`config.mk`:
```
export PLATFORM = sky130hd
export DESIGN_NAME = nes_pad_responder_flat
export DESIGN_NICKNAME = d
export VERILOG_FILES = /design/src/rtl/nes_pad_responder_if.sv /design/src/rtl/nes_pad_responder.sv /design/src/flat_wrapper.sv
export SDC_FILE = /design/constraint.sdc
export NUM_CORES = 1
export LEC_CHECK = 0
export CAP_MARGIN = 5
export CORE_AREA = 2 2 69 71
export CTS_CLUSTER_DIAMETER = 80
export DETAILED_ROUTE_END_ITERATION = 12
export DIE_AREA = 0 0 71 73
export PLACE_DENSITY_LB_ADDON = 0.1
export SYNTH_ARGS = -nofsm -noshare
export SYNTH_HDL_FRONTEND = slang
export SYNTH_SLANG_ARGS = --single-unit
```
`constraint.sdc`:
```
create_clock -name clock -period 2.5 [get_ports clock]
set_input_delay 0.375 -clock clock [delete_from_list [all_inputs] [get_ports clock]]
set_output_delay 0.375 -clock clock [all_outputs]
set_load 0.05 [all_outputs]
```
`src/rtl/nes_pad_responder_if.sv`:
```
// Pad connector bundle between the console/harness side and the responder.
// master drives buttons and the strobe/clock pins; slave answers.
interface nes_pad_responder_if;
  logic [7:0] buttons;
  logic       joy_strobe;
  logic       joy_clock;
  logic [1:0] turbo_en;
  logic       joy_data;
  logic [7:0] latched;
  logic       read_done;

  modport master (
    output buttons,
    output joy_strobe,
    output joy_clock,
    output turbo_en,
    input  joy_data,
    input  latched,
    input  read_done
  );

  modport slave (
    input  buttons,
    input  joy_strobe,
    input  joy_clock,
    input  turbo_en,
    output joy_data,
    output latched,
    output read_done
  );
endinterface

```
`src/rtl/nes_pad_responder.sv`:
```
// NES pad responder: emulates the 4021 shift register of a standard joypad.
// Optional turbo on A/B when PAD_TURBO_EN is defined.
module nes_pad_responder #(
  parameter int SYNC_STAGES  = 2,
  parameter int FILTER_LEN   = 4,
  parameter int TURBO_FRAMES = 4
) (
  input  logic                 clock,
  input  logic                 reset,
  nes_pad_responder_if.slave   pad
);

  localparam int FW = $clog2(FILTER_LEN + 1);

  if (SYNC_STAGES < 2 || FILTER_LEN < 1 || TURBO_FRAMES < 1) begin : g_param_err
    $error("nes_pad_responder: parameter out of range");
  end

  logic [SYNC_STAGES-1:0] stb_sync_q;
  logic [SYNC_STAGES-1:0] clk_sync_q;
  logic                   stb_syn;
  logic                   clk_syn;

  logic          stb_acc_q, stb_acc_d;
  logic          clk_acc_q, clk_acc_d;
  logic [FW-1:0] stb_fcnt_q, stb_fcnt_d;
  logic [FW-1:0] clk_fcnt_q, clk_fcnt_d;
  logic          stb_prev_q;
  logic          clk_prev_q;
  logic          stb_fall;
  logic          clk_rise;

  logic [7:0] sr_q, sr_d;
  logic [3:0] bcnt_q, bcnt_d;
  logic [7:0] latched_q, latched_d;
  logic       done_q, done_d;
  logic       joy_data_q, joy_data_d;
  logic [7:0] eff_btn;

  assign stb_syn = stb_sync_q[SYNC_STAGES-1];
  assign clk_syn = clk_sync_q[SYNC_STAGES-1];

  // Accepted level only flips after FILTER_LEN consecutive disagreeing samples.
  always_comb begin
    stb_acc_d  = stb_acc_q;
    stb_fcnt_d = '0;
    if (stb_syn != stb_acc_q) begin
      if (stb_fcnt_q == FW'(FILTER_LEN - 1))
        stb_acc_d = ~stb_acc_q;
      else
        stb_fcnt_d = stb_fcnt_q + 1'b1;
    end
  end

  always_comb begin
    clk_acc_d  = clk_acc_q;
    clk_fcnt_d = '0;
    if (clk_syn != clk_acc_q) begin
      if (clk_fcnt_q == FW'(FILTER_LEN - 1))
        clk_acc_d = ~clk_acc_q;
      else
        clk_fcnt_d = clk_fcnt_q + 1'b1;
    end
  end

  assign stb_fall = stb_prev_q & ~stb_acc_q;
  assign clk_rise = clk_acc_q & ~clk_prev_q;

`ifdef PAD_TURBO_EN
  localparam int TW = (TURBO_FRAMES > 1) ? $clog2(TURBO_FRAMES) : 1;

  logic [TW-1:0] tcnt_q;
  logic          phase_q;

  always_ff @(posedge clock or posedge reset) begin
    if (reset) begin
      tcnt_q  <= '0;
      phase_q <= 1'b0;
    end else if (stb_fall) begin
      if (tcnt_q == TW'(TURBO_FRAMES - 1)) begin
        tcnt_q  <= '0;
        phase_q <= ~phase_q;
      end else begin
        tcnt_q  <= tcnt_q + 1'b1;
      end
    end
  end

  assign eff_btn = {
    pad.buttons[7:2],
    pad.buttons[1] & ~(pad.turbo_en[1] & phase_q),
    pad.buttons[0] & ~(pad.turbo_en[0] & phase_q)
  };
`else
  assign eff_btn = pad.buttons;
`endif

  // Load and latch take precedence; a coincident clock edge is dropped.
  always_comb begin
    sr_d      = sr_q;
    bcnt_d    = bcnt_q;
    latched_d = latched_q;
    done_d    = 1'b0;
    unique case (1'b1)
      stb_acc_q: begin
        sr_d   = eff_btn;
        bcnt_d = '0;
      end
      stb_fall: begin
        latched_d = sr_q;
      end
      (clk_rise & ~stb_acc_q & ~stb_fall): begin
        sr_d = {1'b1, sr_q[7:1]};
        if (bcnt_q != 4'd8)
          bcnt_d = bcnt_q + 4'd1;
        done_d = (bcnt_q == 4'd7);
      end
      default: ;
    endcase
    joy_data_d = ~sr_d[0];
  end

  always_ff @(posedge clock or posedge reset) begin
    if (reset) begin
      stb_sync_q <= '0;
      clk_sync_q <= '0;
      stb_acc_q  <= 1'b0;
      clk_acc_q  <= 1'b0;
      stb_fcnt_q <= '0;
      clk_fcnt_q <= '0;
      stb_prev_q <= 1'b0;
      clk_prev_q <= 1'b0;
      sr_q       <= '0;
      bcnt_q     <= '0;
      latched_q  <= '0;
      done_q     <= 1'b0;
      joy_data_q <= 1'b1;
    end else begin
      stb_sync_q <= {stb_sync_q[SYNC_STAGES-2:0], pad.joy_strobe};
      clk_sync_q <= {clk_sync_q[SYNC_STAGES-2:0], pad.joy_clock};
      stb_acc_q  <= stb_acc_d;
      clk_acc_q  <= clk_acc_d;
      stb_fcnt_q <= stb_fcnt_d;
      clk_fcnt_q <= clk_fcnt_d;
      stb_prev_q <= stb_acc_q;
      clk_prev_q <= clk_acc_q;
      sr_q       <= sr_d;
      bcnt_q     <= bcnt_d;
      latched_q  <= latched_d;
      done_q     <= done_d;
      joy_data_q <= joy_data_d;
    end
  end

  assign pad.joy_data  = joy_data_q;
  assign pad.latched   = latched_q;
  assign pad.read_done = done_q;

endmodule
```
`src/flat_wrapper.sv`:
```
// flat-port wrapper written by rule: the top's interface ports become plain ports
module nes_pad_responder_flat 
#(
  parameter int SYNC_STAGES  = 2,
  parameter int FILTER_LEN   = 4,
  parameter int TURBO_FRAMES = 4
)
  (clock, reset, pad_buttons, pad_joy_strobe, pad_joy_clock, pad_turbo_en, pad_joy_data, pad_latched, pad_read_done);
  nes_pad_responder_if pad_i ();
  input  logic clock;
  input  logic reset;
  input wire logic [$bits(pad_i.buttons)-1:0] pad_buttons;
  input wire logic [$bits(pad_i.joy_strobe)-1:0] pad_joy_strobe;
  input wire logic [$bits(pad_i.joy_clock)-1:0] pad_joy_clock;
  input wire logic [$bits(pad_i.turbo_en)-1:0] pad_turbo_en;
  output wire logic [$bits(pad_i.joy_data)-1:0] pad_joy_data;
  output wire logic [$bits(pad_i.latched)-1:0] pad_latched;
  output wire logic [$bits(pad_i.read_done)-1:0] pad_read_done;
  assign pad_i.buttons = pad_buttons;
  assign pad_i.joy_strobe = pad_joy_strobe;
  assign pad_i.joy_clock = pad_joy_clock;
  assign pad_i.turbo_en = pad_turbo_en;
  assign pad_joy_data = pad_i.joy_data;
  assign pad_latched = pad_i.latched;
  assign pad_read_done = pad_i.read_done;
  nes_pad_responder #(.SYNC_STAGES(SYNC_STAGES), .FILTER_LEN(FILTER_LEN), .TURBO_FRAMES(TURBO_FRAMES)) u_core (.clock(clock), .reset(reset), .pad(pad_i));
endmodule
```
==> metrics.txt <==
Row Count 25; fin. max-slew vios 0; I/O pin count 24; Total Wirelength around 2.6 mm; Top delay family on crit path buffers and inverters; Simple-Gate Fraction of Synth Area between 10% and 20%; Critical Path Fanout Max 1; GR Util All Layers about an eighth; proportion of layout cells with a drive suffix above 1 between 10% and 20%; setup slack after layout 539 ps; synthesized cell area 1480 um^2; clock share of power approximately 18%; R2R Setup Slk between 1000 and 1500 ps; Vias approximately 930; Max H-tree Level 2; Leak 0.839 nW; hold_ws 350 ps; grt met3 use ~5.1%; core area around 4500 um^2; Hold-fix buffers, CTS 0; flops & latches, synth 36; Pre-antenna DRT Iters 4; post-layout util 40.6%; M1 GR Usage about 14%; Net count, final between 150 and 200; VDD IR max 0.000582 V; Die Y 73 um; sequential-to-total area share from yosys stat between 60% and 70%; largest area contributor in the netlist dfrtp_1; Hold Violations, Final 0; CP max stage cell clkdlybuf4s50_1; first-pass GRT wire length between 4 and 5 mm; clk buf depth 2; WP buf/inv 1; P per Cell Area 1280 nW/um^2; worst setup path start u_core.pad.joy_data; Post-synth EDFFs 0; Psw 0.885 mW; antenna cell count 0; pre-CTS setup slack between 800 and 900 ps; Arr. time, crit path between 1500 and 2000 ps; Relative slew margins between 60% and 70%; hold_sp u_core.clk_sync_q[0]; gpl congestion around 0.66; Die X a little over 70 um; top cell type's share of synthesized area 59.2%; Synth Warn # 0; Setup crit end kind output pin; ys flop type dfrtp_1; area grow syn2layout 24.3%; CP peak stage delay between 700 and 800 ps; synth unique cells 32; mux share of post-synthesis cell area between 8 and 9%; fin crit period between 1500 and 2000 ps; top cells by area, synth dfrtp_1, mux2_2, a22o_1; CTS buffer count 5; Sum Neg Setup Slack 0 ps; root buffer cell clkbuf_8; GRT Residual Overflow 0; Final ANT Viol Nets 0; Reg power frac between 40 and 50%; Vias/cell between 4 and 5; fmax 510 MHz; status complete, no violations; reg2reg start u_core.stb_prev_q; syn_nets approximately 130; DR DRC count 0; adder-cell share of the synthesized area under 10%; largest family of logic cells by synthesized area compound AO/OA/AOI/OAI gates; top cells by count, synth dfrtp_1, mux2_2, a21o_1, a22o_1; Reg clk slew, reported paths 70 ps; crit start category register; Internal Power around 1.5 mW; final setup violation count 0; Post-Synth XOR/XNOR Area between 1 and 1.5%; Synth Instances around 110; ys async rst share 100%; most used routing layer in global routing met2; TritonCTS clock tree built; Clock Latency Late Sink 280 ps; worst-path cell chain clkdlybuf4s50_1; max_cap viols 0; DR iter-0 viols 27; Comb pwr share about two fifths; Layout Skew ~3.2 ps; WL/cell 13.7 um; Avg Cell Area, Syn 13.8 um^2; RSZ-0062 raised after global routing no; Starting Density about 33%; top-count cell post-synth dfrtp_1; Total Power roughly 2.3 mW; switch share 37.7%; Worst Path Required 2120 ps; Tightest Pin Transition 503 ps; vias in the first global route between 900 and 1,000; die area between 5000 and 6000 um^2; largest net degree at the start of global routing 37; Synth Area in Compound Gates a little under an eighth; DP Wirelength about 1.8 mm; post-CTS setup buffers 0; port bufs 21; Hold Path Class reg -> reg; post-CTS sizing 0; grt met2 use between 15 and 20%; Setup CP Type reg -> out; period utilization about four fifths; initial antenna violation count 0; Sink Count 36
[cell type report]
class / count / area (um^2)
flip-flops and latches: 36 / 902
fillers: 441 / 2700
well taps: 54 / 67.6
inverters: 4 / 15.0
multi-input cells: 63 / 532
repair buffers: 24 / 233
clock buffers: 8 / 90.1
[through the flow]
stage,instances,cell area (um^2)
2_1_floorplan,107,1480
3_3_place_gp,181,1750
3_5_place_dp,181,1750
4_1_cts,189,1840
5_1_grt,189,1840
6_report,189,1840
[routing by layer]
layer  share of wire (%)  vias to the layer above  wire length, um
met5                   0                        -                0
met2                  48                       15             1250
met3                 3.9                        6              101
met4                 2.2                        0               58
met1                  46                      473             1180
li1                    -                      438                -
[cell families (layout without fill, tap and decap cells)]
| kind of cell | after synthesis | in the layout |
|---|---|---|
| AO/OA/AOI/OAI | 22 | 22 |
| XOR/XNOR | 2 | 2 |
| adder cells (fa/ha/maj) | 4 | 4 |
| buffers and inverters | 8 | 36 |
| flip-flops | 36 | 36 |
| multiplexers | 11 | 11 |
| AND/OR/NAND/NOR | 24 | 24 |
[cell usage in the layout, fill, tap and decap left out, types with 4 or more instances in the layout]
cell type,instances
nand2_1,4
dfrtp_1,35
clkdlybuf4s50_1,21
inv_1,4
nor3b_1,4
mux2_2,11
clkbuf_8,6
a22o_1,6
a21o_1,6
ha_1,4
[worst reg2reg max path, delay by kind of cell (launching register included)]
| family | cells | cell delay (ps) |
|---|---|---|
| DFF | 1 | 420 |
| and+or+nand+nor | 2 | 610 |
| AOI/OAI and AO/OA | 1 | 320 |
[registers in the layout, indices dropped and copies added (netlist names), named ones only]
name                  flops
u_core.pad.joy_data       1
u_core.stb_fcnt_q         3
u_core.pad.read_done      1
u_core.clk_sync_q         2
u_core.clk_acc_q          1
u_core.clk_fcnt_q         3
u_core.stb_prev_q         1
u_core.sr_q               7
u_core.clk_prev_q         1
u_core.pad.latched        8
u_core.stb_acc_q          1
u_core.stb_sync_q         2
u_core.bcnt_q             4
[worst paths after layout]
| path | endpoint | cells past startpoint |
|---|---|---|
| setup reg to reg | register | 3 |
| max in group asynchronous | u_core.pad.joy_data | 3 |
| setup / recovery | pad_joy_data | 1 |
| hold reg to reg | u_core.clk_sync_q[1] | 0 |
| min in group asynchronous | u_core.clk_acc_q | 3 |
| hold / removal | u_core.clk_sync_q[1] | 0 |
[power groups by stage]
stage                     clock, mW  combinational [mW]  sequential [mW]
after floorplan                   0               0.510             1.18
after global placement            0               0.980            0.956
after detailed placement          0               0.990            0.969
after CTS                     0.439               0.995            0.957
after global routing          0.475                1.06            0.987
final                         0.415               0.978            0.953
(Power assumes the default switching activity.)
